===== config.mk =====
export PLATFORM = sky130hd
export DESIGN_NAME = lsu_bus_if
export DESIGN_NICKNAME = d
export VERILOG_FILES = /design/src/rtl/lsu_bus_if_pkg.sv /design/src/rtl/lsu_bus_if_align.sv /design/src/rtl/lsu_bus_if.sv
export SDC_FILE = /design/constraint.sdc
export NUM_CORES = 1
export LEC_CHECK = 0
export CAP_MARGIN = 20
export CORE_ASPECT_RATIO = 1.25
export CORE_MARGIN = 5
export CORE_UTILIZATION = 55
export DETAILED_ROUTE_END_ITERATION = 7
export DONT_BUFFER_PORTS = 1
export PLACE_DENSITY = 0.73
export SLEW_MARGIN = 20
export SYNTH_ARGS = -nofsm -noshare
export SYNTH_HDL_FRONTEND = slang
export SYNTH_SLANG_ARGS = --single-unit

===== constraint.sdc =====
create_clock -name i_clk -period 1.8 [get_ports i_clk]
set_input_delay 0.18 -clock i_clk [delete_from_list [all_inputs] [get_ports i_clk]]
set_output_delay 0.18 -clock i_clk [all_outputs]
set_load 0.01 [all_outputs]

===== src/rtl/lsu_bus_if_pkg.sv =====
// Shared types and access-size encodings for the load/store bus interface.
package lsu_bus_if_pkg;

  typedef enum logic [1:0] {IDLE, REQ, WAIT, DONE} lsu_state_e;

  localparam logic [2:0] LS_B  = 3'b000;
  localparam logic [2:0] LS_H  = 3'b001;
  localparam logic [2:0] LS_W  = 3'b010;
  localparam logic [2:0] LS_BU = 3'b100;
  localparam logic [2:0] LS_HU = 3'b101;

  // H/HU need a[0] = 0; W and the reserved encodings need a[1:0] = 00.
  function automatic logic ls_misaligned(input logic [2:0] f3, input logic [1:0] off);
    logic [2:0] sz;
    sz = f3 & 3'b011;
    if (sz == LS_B) return 1'b0;
    if (sz == LS_H) return off[0];
    return (sz == LS_W || sz == 3'b011) ? (off != 2'b00) : 1'b0;
  endfunction

endpackage


===== src/rtl/lsu_bus_if_align.sv =====
// Combinational lane logic: byte enables, store-data replication, load extraction/extension.
module lsu_bus_if_align
  import lsu_bus_if_pkg::*;
(
  input  logic [2:0]  i_st_funct3,
  input  logic [1:0]  i_st_off,
  input  logic [31:0] i_st_data,
  output logic [3:0]  o_be,
  output logic [31:0] o_st_data,
  input  logic [2:0]  i_ld_funct3,
  input  logic [1:0]  i_ld_off,
  input  logic [31:0] i_ld_data,
  output logic [31:0] o_ld_data
);

  logic [7:0]  w_byte;
  logic [15:0] w_half;
  logic        w_unsigned;

  always_comb begin
    o_be      = 4'b1111;
    o_st_data = i_st_data;
    case (i_st_funct3 & 3'b011)
      LS_B: begin
        o_be      = 4'b0001 << i_st_off;
        o_st_data = {4{i_st_data[7:0]}};
      end
      LS_H: begin
        o_be      = 4'b0011 << {i_st_off[1], 1'b0};
        o_st_data = {2{i_st_data[15:0]}};
      end
      default: ;
    endcase
  end

  assign w_byte     = i_ld_data[{i_ld_off, 3'b000} +: 8];
  assign w_half     = i_ld_off[1] ? i_ld_data[31:16] : i_ld_data[15:0];
  assign w_unsigned = (i_ld_funct3 == LS_BU) || (i_ld_funct3 == LS_HU);

  always_comb begin
    o_ld_data = i_ld_data;
    case (i_ld_funct3 & 3'b011)
      LS_B:    o_ld_data = {{24{~w_unsigned & w_byte[7]}}, w_byte};
      LS_H:    o_ld_data = {{16{~w_unsigned & w_half[15]}}, w_half};
      default: ;
    endcase
  end

endmodule


===== src/rtl/lsu_bus_if.sv =====
// Load/store unit bus interface: one access per request on a req/gnt/rvalid bus.
// Optional macro LSU_MISALIGN_TRAP_EN adds o_misaligned and skips the bus for misaligned accesses.
module lsu_bus_if
  import lsu_bus_if_pkg::*;
#(
  parameter int unsigned ADDR_W = 32,
  parameter int unsigned DATA_W = 32
) (
  input  logic              i_clk,
  input  logic              i_rst_n,
  input  logic              i_mem_read,
  input  logic              i_mem_write,
  input  logic [2:0]        i_funct3,
  input  logic [ADDR_W-1:0] i_addr,
  input  logic [DATA_W-1:0] i_wdata,
  output logic              o_stall,
  output logic              o_done,
  output logic [DATA_W-1:0] o_rdata,
  output logic              o_bus_req,
  input  logic              i_bus_gnt,
  output logic              o_bus_we,
  output logic [ADDR_W-1:0] o_bus_addr,
  output logic [3:0]        o_bus_be,
  output logic [DATA_W-1:0] o_bus_wdata,
  input  logic              i_bus_rvalid,
`ifdef LSU_MISALIGN_TRAP_EN
  output logic              o_misaligned,
`endif
  input  logic [DATA_W-1:0] i_bus_rdata
);

  if (DATA_W != 32) begin : g_data_w_check
    $error("lsu_bus_if: DATA_W must be 32");
  end

  lsu_state_e        r_state;
  logic              r_we;
  logic [2:0]        r_funct3;
  logic [1:0]        r_off;
  logic [ADDR_W-1:0] r_bus_addr;
  logic [3:0]        r_bus_be;
  logic [DATA_W-1:0] r_bus_wdata;
  logic              r_bus_req;
  logic              r_done;
  logic [DATA_W-1:0] r_rdata;
`ifdef LSU_MISALIGN_TRAP_EN
  logic              r_misaligned;
`endif

  logic              w_req;
  logic              w_stall;
  logic [3:0]        w_be;
  logic [31:0]       w_st_data;
  logic [31:0]       w_ld_data;

  assign w_req = i_mem_read | i_mem_write;

  lsu_bus_if_align u_align (
    .i_st_funct3 (i_funct3),
    .i_st_off    (i_addr[1:0]),
    .i_st_data   (i_wdata),
    .o_be        (w_be),
    .o_st_data   (w_st_data),
    .i_ld_funct3 (r_funct3),
    .i_ld_off    (r_off),
    .i_ld_data   (i_bus_rdata),
    .o_ld_data   (w_ld_data)
  );

  always_ff @(posedge i_clk or negedge i_rst_n) begin
    if (!i_rst_n) begin
      r_state      <= IDLE;
      r_we         <= 1'b0;
      r_funct3     <= 3'b000;
      r_off        <= 2'b00;
      r_bus_addr   <= '0;
      r_bus_be     <= 4'b0000;
      r_bus_wdata  <= '0;
      r_bus_req    <= 1'b0;
      r_done       <= 1'b0;
      r_rdata      <= '0;
`ifdef LSU_MISALIGN_TRAP_EN
      r_misaligned <= 1'b0;
`endif
    end else begin
      r_done       <= 1'b0;
`ifdef LSU_MISALIGN_TRAP_EN
      r_misaligned <= 1'b0;
`endif
      case (r_state)
        IDLE: begin
          if (w_req) begin
`ifdef LSU_MISALIGN_TRAP_EN
            if (ls_misaligned(i_funct3, i_addr[1:0])) begin
              r_state      <= DONE;
              r_done       <= 1'b1;
              r_misaligned <= 1'b1;
            end else begin
`else
            begin
`endif
              // A simultaneous read and write resolves to the store.
              r_we        <= i_mem_write;
              r_funct3    <= i_funct3;
              r_off       <= i_addr[1:0];
              r_bus_addr  <= {i_addr[ADDR_W-1:2], 2'b00};
              r_bus_be    <= w_be;
              r_bus_wdata <= w_st_data;
              r_bus_req   <= 1'b1;
              r_state     <= REQ;
            end
          end
        end
        REQ: begin
          if (i_bus_gnt) begin
            r_bus_req <= 1'b0;
            if (r_we) begin
              r_state <= DONE;
              r_done  <= 1'b1;
            end else begin
              r_state <= WAIT;
            end
          end
        end
        WAIT: begin
          if (i_bus_rvalid) begin
            r_rdata <= w_ld_data;
            r_state <= DONE;
            r_done  <= 1'b1;
          end
        end
        DONE:    r_state <= IDLE;
        default: r_state <= IDLE;
      endcase
    end
  end

  always_comb begin
    w_stall = 1'b0;
    case (r_state)
      IDLE:      w_stall = w_req;
      REQ, WAIT: w_stall = 1'b1;
      default:   w_stall = 1'b0;
    endcase
  end

  // Gate with reset so the combinational stall is also 0 while reset is held.
  assign o_stall     = w_stall & i_rst_n;
  assign o_done      = r_done;
  assign o_rdata     = r_rdata;
  assign o_bus_req   = r_bus_req;
  assign o_bus_we    = r_we;
  assign o_bus_addr  = r_bus_addr;
  assign o_bus_be    = r_bus_be;
  assign o_bus_wdata = r_bus_wdata;
`ifdef LSU_MISALIGN_TRAP_EN
  assign o_misaligned = r_misaligned;
`endif

endmodule


==> run metrics, run 1 <==
status finished with violations; violated checks hold timing; Setup Slack @ Placement -0.119 ns; Crit Path Max Fanout 4; largest net degree at the start of global routing 110; dpl cells 563; vias 3,766; Final Hold Vio Count 108; Die Wd 96.2 um; TritonCTS buffer count 9; setup repair after global routing missed its margin yes; setup violators final 0; CTS clock-pin slew for the worst setup and hold paths 0.07 ns; number of fillers in the final layout 695; GRT Total Usage 24.1%; vias in the first global route 4,075; min Tclk post-route 1.79 ns; gp weighted congestion 0.823; Layout area overhead 19.0%; slowest cell on the critical path dfrtp_2; Clock Sinks 108; CTS Buffer Depth 2; vias per cell 6.00; Core Area 9130 um^2; Tcrit/Tclk final 99.2%; Die Area 11,300 um^2; Clock Latency Late Sink 0.34 ns; Nets 610; synthesis warning total 0; # rows 39; Required @ worst endpoint 1.62 ns; post-synthesis sequential area ratio 52.9%; Yosys cell types 38; Peak VDD IR 946 uV; Post-Syn Instances 462; synthesized area per cell 11.1 um^2; pwr/cell area 1790 nW/um^2; number of synthesized register bits 108; DR WL/cell 21.3 um; CP max stage delay 0.44 ns; die height 118 um; max cap viols 0; Worst slew margin 60.2%; CTS tree done; setup ws final 0.0135 ns; Multi-input gate area 2260 um^2; clk root buf clkbuf_16; Worst Skew 0.00723 ns; Lkg Pwr 2.62 nW; grt total ovfl 0; hold-fix buffers at CTS 43; first-pass GRT wire length 21,300 um; FF+latch area 2710 um^2; WL final 13,400 um; I/O pin count 209; CP startpoint kind flip-flop; drt first pass iters 5; Finished Core Util 66.7%; DRT antenna net count 0; Fmax 560 MHz; post-synthesis cell area 5110 um^2; worst slew pin tran 0.596 ns; Initial Utilization 56.0%; fin cells 628; Hold WS -0.472 ns; crit path DAT 1.61 ns; H-tree Lvls 3; HP Class in2async; critical-path cell list inv_4 -> ha_4 -> o21ai_4 -> nor2b_1 -> nor3b_2 -> buf_4; total power 10.9 mW; leading cell type in the layout, fill and taps excluded dfrtp_1; antenna violations before repair 0; Worst Reg-to-Reg Cells 5; WS Path Type reg2out; # DRC 0; post-DP HPWL 9150 um; layout cell share with drive strength beyond 1 22.4%; most frequent cells in the layout dfrtp_1 (106), mux2_2 (60), o21ai_0 (46); Port Buffer Count 0; Worst Setup End Kind primary output; Max Slew Vio Count 0; initial DRC count 148; ant diodes 0
-- sequential cells by signal (all words and copies together) (netlist names) --
name / flops
o_bus_wdata: 32
o_rdata: 32
o_bus_addr: 30
o_bus_be: 4
r_funct3: 3
r_off: 2
r_state: 2
o_bus_req: 1
o_bus_we: 1
o_done: 1
-- synthesized netlist by cell type, drive strengths merged --
cell,instances,share of area [%]
nor2b,10,1.2
and4b,1,0.20
inv,4,0.29
and2,1,0.12
nand4b,8,1.4
nor3b,3,0.54
conb,1,0.073
nand2b,2,0.24
a2bb2oi,1,0.17
ha,5,1.2
dfrtp,108,53
or2,2,0.24
a22oi,1,0.24
nand3,1,0.098
a21boi,2,0.29
a211oi,3,0.69
nor3,3,0.29
mux2,60,13
o21ai,47,4.6
nand2,41,3.0
o22ai,16,2.0
buf,21,2.3
clkbuf,16,1.2
a221oi,8,1.4
and3b,8,1.4
or3,1,0.12
mux4,1,0.44
mux2i,24,4.7
nor4,1,0.12
a21oi,36,3.5
nor2,26,2.0
-- kinds of logic after synthesis --
kind of cell	Yosys count	share of synthesized area (%)
AO/OA/AOI/OAI	114	12.8
AND/OR/NAND/NOR	108	10.9
flip-flops	108	52.9
multiplexers	85	18.4
buffers and inverters	41	3.72
adder cells (fa/ha/maj)	5	1.22
other	1	0.0734
-- worst max-delay path: cells and delay by family, from the launching register on --
kind / cells / cell delay, ns
simple gates: 2 / 0.34
fa+ha+maj: 1 / 0.16
flops: 1 / 0.44
compound gates: 1 / 0.08
buf+inv: 2 / 0.24
-- layer usage --
layer | vias to the layer above | GRT usage (%) | routed length (um)
li1 | 1718 | - | -
met4 | 0 | 12.1 | 554
met5 | - | 0 | 0
met1 | 1818 | 26.6 | 4560
met3 | 39 | 9.53 | 1610
met2 | 191 | 39.3 | 6670
-- power by group --
group | switching [mW] | leakage (nW) | internal [mW]
Sequential | 1.57 | 1.27 | 3.68
Combinational | 1.75 | 1.19 | 1.87
Clock | 0.893 | 0.154 | 1.13
Total | 4.22 | 2.62 | 6.69
-- area by class of cell --
type | instances | area share [%]
clock inverters | 6 | 1.15
inverters | 4 | 0.329
repair buffers | 63 | 10.4
multi-input cells | 314 | 37.2
flip-flops and latches | 108 | 44.5
well taps | 123 | 2.53
clock buffers | 10 | 3.93
-- per-stage QoR --
step           area (um^2)  setup TNS [ns]
2_1_floorplan         5120               0
3_3_place_gp          5260               0
3_5_place_dp          5260           -1.47
4_1_cts               6020          -0.112
5_1_grt               6080         -0.0552
6_report              6080               0
-- final timing paths --
kind,from,endpoint,slack [ns]
min in group i_clk,i_bus_gnt,o_done$_DFF_PN0_,0.01
max in group asynchronous,i_rst_n,o_bus_wdata[6]$_DFFE_PN0P_,2.09
min,i_rst_n,o_rdata[25]$_DFFE_PN0P_,-0.47
max,r_state[0]$_DFFE_PN0P_,o_stall,0.01
min reg2reg,r_funct3[2]$_DFFE_PN0P_,r_funct3[2]$_DFFE_PN0P_,0.55
max reg2reg,r_state[0]$_DFFE_PN0P_,r_state[1]$_DFFE_PN0P_,0.06
-- repair_timing --
| item | in CTS | in global routing |
|---|---|---|
| hold endpoints to repair | 151 | 108 |
| endpoints found under the setup margin | 26 | 34 |
| resized for setup | 2 | 10 |
| setup buffers | 2 | 4 |
| pin swaps | 1 | 1 |
No activity file was read; power rests on OpenSTA's default activity.
==> run 2, diff against run 1 <==
CORE_UTILIZATION = 42   (was 55)
PLACE_DENSITY = default   (was 0.73)
==> run 2 against run 1 <==
  * The run still ends with hold timing left
  * Final cell count up 6.8%
  * Utilization down 16 points
  * Sequential share of layout area down 0.31 points
  * Clock skew up 0.00087 ns
  * Fmax up 4.7%
  * Non-clock buffer count up 1
  * Clock power down 4%
  * Via count down 0.50%
  * Critical path type unchanged
  * Critical endpoint unchanged
  * Largest cell class unchanged
  * Largest power group unchanged
==> run metrics, run 2 (synthesis results as in run 1) <==
I/O pin count 209 (unchanged); max cap viols 0 (unchanged); # DRC 0 (unchanged); violated checks hold timing; Crit Path Max Fanout 4 (unchanged); WL final 14,000 um (+4.3%); crit path DAT 1.53 ns (-0.08 ns); hold-fix buffers at CTS 43 (unchanged); min Tclk post-route 1.71 ns (-0.0808 ns); gp weighted congestion 0.807 (-1.8%); CTS clock-pin slew for the worst setup and hold paths 0.07 ns (about the same); reg2reg end r_state[1]$_DFFE_PN0P_; Required @ worst endpoint 1.62 ns (about the same); fin cells 671 (+6.8%); Hold WS -0.475 ns (-0.00221 ns); clk root buf clkbuf_16; dpl cells 604 (+7.3%); setup violators final 0 (unchanged); DRT antenna net count 0 (unchanged); GRT Total Usage 19.2% (-4.9 points); layout cell share with drive strength beyond 1 22.5% (+0.15 points); Peak VDD IR 878 uV (-7.2%); drt first pass iters 4 (-1); largest net degree at the start of global routing 110 (unchanged); leading cell type in the layout, fill and taps excluded dfrtp_1; first-pass GRT wire length 21,800 um (+2.0%); Tcrit/Tclk final 94.8% (-4.5 points); reg2reg start r_state[1]$_DFFE_PN0P_; H-tree Lvls 3 (unchanged); CTS Buffer Depth 2 (unchanged); Layout area overhead 19.7%; WS Path Type reg2out; Worst Reg-to-Reg Cells 5 (unchanged); Die Area 14,500 um^2 (+28%); Nets 611 (+0.16%); Initial Utilization 42.4% (-14 points); initial DRC count 176 (+19%); most frequent cells in the layout dfrtp_1 (108), mux2_2 (60), o21ai_0 (46); Multi-input gate area 2270 um^2 (+0.39%); FF+latch area 2700 um^2 (about the same); status finished with violations; Lkg Pwr 2.61 nW (-0.36%); post-DP HPWL 9690 um (+5.9%); grt total ovfl 0 (unchanged); worst slew pin tran 0.617 ns (+0.0213 ns); Worst Skew 0.00810 ns (+0.000874 ns); CTS tree done; Fmax 586 MHz (+4.7%); number of fillers in the final layout 1,098 (+58%); Die Wd 109 um (+13%); Total Neg Setup Slack 0 ns (unchanged); antenna violations before repair 1 (+1); vias in the first global route 4,026 (-1.2%); Final Hold Vio Count 108 (unchanged); DR WL/cell 20.8 um (-2.3%); Max Slew Vio Count 0 (unchanged); setup slack, reg-to-reg 0.11 ns (+0.05 ns); Core Area 12,000 um^2 (+32%); setup repair after global routing missed its margin yes; # rows 45 (+15%); vias per cell 5.58 (-6.9%); TritonCTS buffer count 9 (unchanged); HP Class in2async; die height 133 um (+13%); CP startpoint kind flip-flop; Worst slew margin 58.7% (-1.6 points); Port Buffer Count 0 (unchanged); Clock Sinks 108 (unchanged); pwr/cell area 1770 nW/um^2 (-1.0%); Clock Latency Late Sink 0.35 ns (about the same); vias 3,747 (-0.50%); Worst Setup End Kind primary output
[run 2: stage by stage]
step                util, %  instance area, um^2  power (mW)  hold slack (ns)  worst slack, ns
floorplan                 -                 5120        7.59           -0.116           0.0770
finish                 50.8                 6120        10.9           -0.475           0.0944
CTS                    50.5                 6090        10.9           -0.492           0.0186
global route           50.8                 6120        11.6           -0.499          0.00271
global placement       44.0                 5300        8.49           -0.113           0.0626
detailed placement     44.0                 5300        8.66           -0.113          -0.0510
[run 2: worst max-delay path, cell delays in order (launching register included)]
cell and delay (ns):
dfrtp_1 0.41, inv_2 0.10, ha_4 0.17, o21ai_4 0.06, nor2b_1 0.13, nor3b_2 0.17, buf_4 0.14
[run 2: where the power goes]
part           total (mW)  internal [mW]  switching, mW
registers            5.24           3.67           1.57
clock network        1.95           1.00          0.950
logic                3.67           1.89           1.78
total                10.9           6.57           4.29
[run 2: timing repair]
item,CTS,global route
setup endpoints to repair,18,26
pin swaps,2,2
endpoints found under the hold margin,151,108
gates resized for setup,4,7
setup buffers,7,0
[run 2: how the worst max path moves through the flow]
stage                           start                          to  slack [ns]  cells past startpoint
2_1_floorplan  r_state[0]$_DFFE_PN0P_  o_bus_addr[16]$_DFFE_PN0P_        0.08                      6
5_1_grt        r_state[1]$_DFFE_PN0P_      r_state[1]$_DFFE_PN0P_       0.003                      6
6_report       r_state[1]$_DFFE_PN0P_                     o_stall        0.09                      6
3_3_place_gp   r_state[0]$_DFFE_PN0P_     o_rdata[19]$_DFFE_PN0P_        0.06                      5
4_1_cts        r_state[1]$_DFFE_PN0P_     o_rdata[20]$_DFFE_PN0P_        0.02                      5
3_5_place_dp   r_state[0]$_DFFE_PN0P_     o_rdata[20]$_DFFE_PN0P_       -0.05                      5
[run 2: final cells by class]
cell class	instances	share of cell area [%]
diodes	1	0.0409
repair buffers	64	10.3
inverters	4	0.245
well taps	164	3.35
multi-input cells	314	37.1
clock buffers	10	3.90
clock inverters	6	0.879
flip-flops and latches	108	44.2
[run 2: per-layer routing]
metal  vias to the layer above  GRT usage [%]  wire [um]
met5                         -              0          0
met4                         0           6.46        312
met3                        20           9.06       1810
met2                       175           32.5       6970
met1                      1833           20.9       4880
li1                       1719              -          -
==> run 3, diff against run 2 <==
clock period = 2.1 ns   (was 1.8 ns; I/O delays follow)
==> run 3 against run 2 <==
  * The run still ends with hold timing left
  * Combinational power down 23%
  * Cell area fell by 6.8%
  * Utilization decreased by 3.4 points
  * Non-clock buffer count is 40 lower
  * Sequential share of layout area is 3.2 points higher
  * Sequential power decreased by 15%
  * Routed wire length decreased by 5.4%
  * Via count is 5.0% lower
  * Flip-flop and latch count stayed put
  * Final cell count is 6.1% lower
  * Largest cell class unchanged
  * Largest power group unchanged
  * Highest routed layer is now met5
==> run metrics, run 3 (synthesis results as in run 1) <==
Max Slew Vio Count 0 (unchanged); Worst Skew 0.00625 ns (-0.00185 ns); Layout area overhead 11.6%; min Tclk post-route 1.89 ns; Port Buffer Count 0 (unchanged); WL final 13,200 um (-5.4%); worst slew pin tran 0.614 ns (-0.00324 ns); post-DP HPWL 9480 um (-2.2%); Setup Slack @ Placement 0.151 ns (+0.202 ns); Clock Sinks 108 (unchanged); drt first pass iters 4 (unchanged); WS Path Type reg2out; die height 133 um (unchanged); leading cell type in the layout, fill and taps excluded dfrtp_1; violated checks hold timing; Nets 571 (-6.5%); # DRC 0 (unchanged); Lkg Pwr 2.43 nW (-6.8%); DR WL/cell 21.0 um (+0.80%); dpl cells 603 (-0.17%); fin cells 630 (-6.1%); setup repair after global routing missed its margin no; vias per cell 5.65 (+1.2%); Die Area 14,500 um^2 (unchanged); DRT antenna net count 0 (unchanged); dpl cell area 5280 um^2 (-0.38%); layout cell share with drive strength beyond 1 20.8% (-1.7 points); Tcrit/Tclk final 89.9%; Initial Utilization 42.4% (unchanged); Die Wd 109 um (unchanged); pwr/cell area 1590 nW/um^2 (-11%); antenna violations before repair 1 (unchanged); max cap viols 0 (unchanged); vias in the first global route 3,836 (-4.7%); grt total ovfl 0 (unchanged); Fmax 529 MHz; Post-CTS Setup Inserts 0 (-7); I/O pin count 209 (unchanged); Peak VDD IR 628 uV (-28%); Crit Path Max Fanout 4 (unchanged); crit path DAT 1.68 ns (+0.15 ns); setup violators final 0 (unchanged); CTS tree done; Worst Setup End Kind primary output; Final Hold Vio Count 108 (unchanged); Hold WS -0.440 ns (+0.0341 ns); HP Class in2async; clk root buf clkbuf_16; Worst slew margin 59.0% (+0.35 points); largest net degree at the start of global routing 110 (unchanged); Required @ worst endpoint 1.89 ns (+0.27 ns); status finished with violations; CTS clock-pin slew for the worst setup and hold paths 0.07 ns (about the same); # rows 45 (unchanged); initial DRC count 137 (-22%); Finished Core Util 47.4% (-3.4 points); vias 3,559 (-5.0%); most frequent cells in the layout dfrtp_1 (108), mux2_2 (60), o21ai_0 (46); TritonCTS buffer count 9 (unchanged); Clock Latency Late Sink 0.34 ns (about the same); H-tree Lvls 3 (unchanged); ant diodes 0 (-1); Core Area 12,000 um^2 (unchanged); GRT Total Usage 18.4% (-0.81 points); gp weighted congestion 0.780 (-3.3%); design area 5710 um^2 (-6.8%); CP startpoint kind flip-flop; Total Neg Setup Slack 0 ns (unchanged); first-pass GRT wire length 21,000 um (-3.6%); setup ws final 0.211 ns (+0.117 ns); CTS Buffer Depth 2 (unchanged); number of fillers in the final layout 1,137 (+3.6%); total power 9.04 mW (-17%)
run 3: area by class of cell:
type,instances,area [um^2],area share [%]
inverters,4,15.0,0.263
well taps,164,205,3.60
clock inverters,3,45.0,0.789
multi-input cells,314,2240,39.3
clock buffers,13,260,4.56
flip-flops and latches,108,2700,47.4
repair buffers,24,233,4.08
run 3: timing repair:
item / CTS / global route
resized for setup: 0 / 2
endpoints found under the setup margin: 0 / 17
hold endpoints to repair: 118 / 109
hold buffers: 10 / 1
run 3: metal layers:
layer	wire [um]	share of wire, %	GRT usage [%]
met1	4650	35	21.1
met2	6540	49	29.3
met3	1770	13	9.45
met4	245	1.9	6.46
met5	13	0.098	0
run 3: final timing paths:
path	slack, ns	from	cells past startpoint	endpoint
max	0.21	r_state[0]$_DFFE_PN0P_	5	o_stall
min	-0.44	i_rst_n	0	o_rdata[16]$_DFFE_PN0P_
max reg2reg	0.27	r_state[0]$_DFFE_PN0P_	6	o_rdata[10]$_DFFE_PN0P_
min reg2reg	0.54	r_funct3[2]$_DFFE_PN0P_	1	r_funct3[2]$_DFFE_PN0P_
max in group asynchronous	2.35	i_rst_n	0	o_rdata[7]$_DFFE_PN0P_
min in group i_clk	0.02	i_addr[0]	1	r_off[0]$_DFFE_PN0P_
run 3: critical path, cell delays in order (launching register included):
cell	delay (ns)
dfrtp_1	0.41
inv_1	0.14
ha_1	0.28
o21ai_4	0.11
nor2b_1	0.15
nor3b_2	0.25
run 3: where the power goes:
| part | switching, mW | leakage (nW) | internal, mW | total [mW] |
|---|---|---|---|---|
| clock | 0.741 | 0.142 | 0.992 | 1.73 |
| combinational | 1.42 | 1.01 | 1.42 | 2.84 |
| sequential | 1.32 | 1.27 | 3.15 | 4.47 |
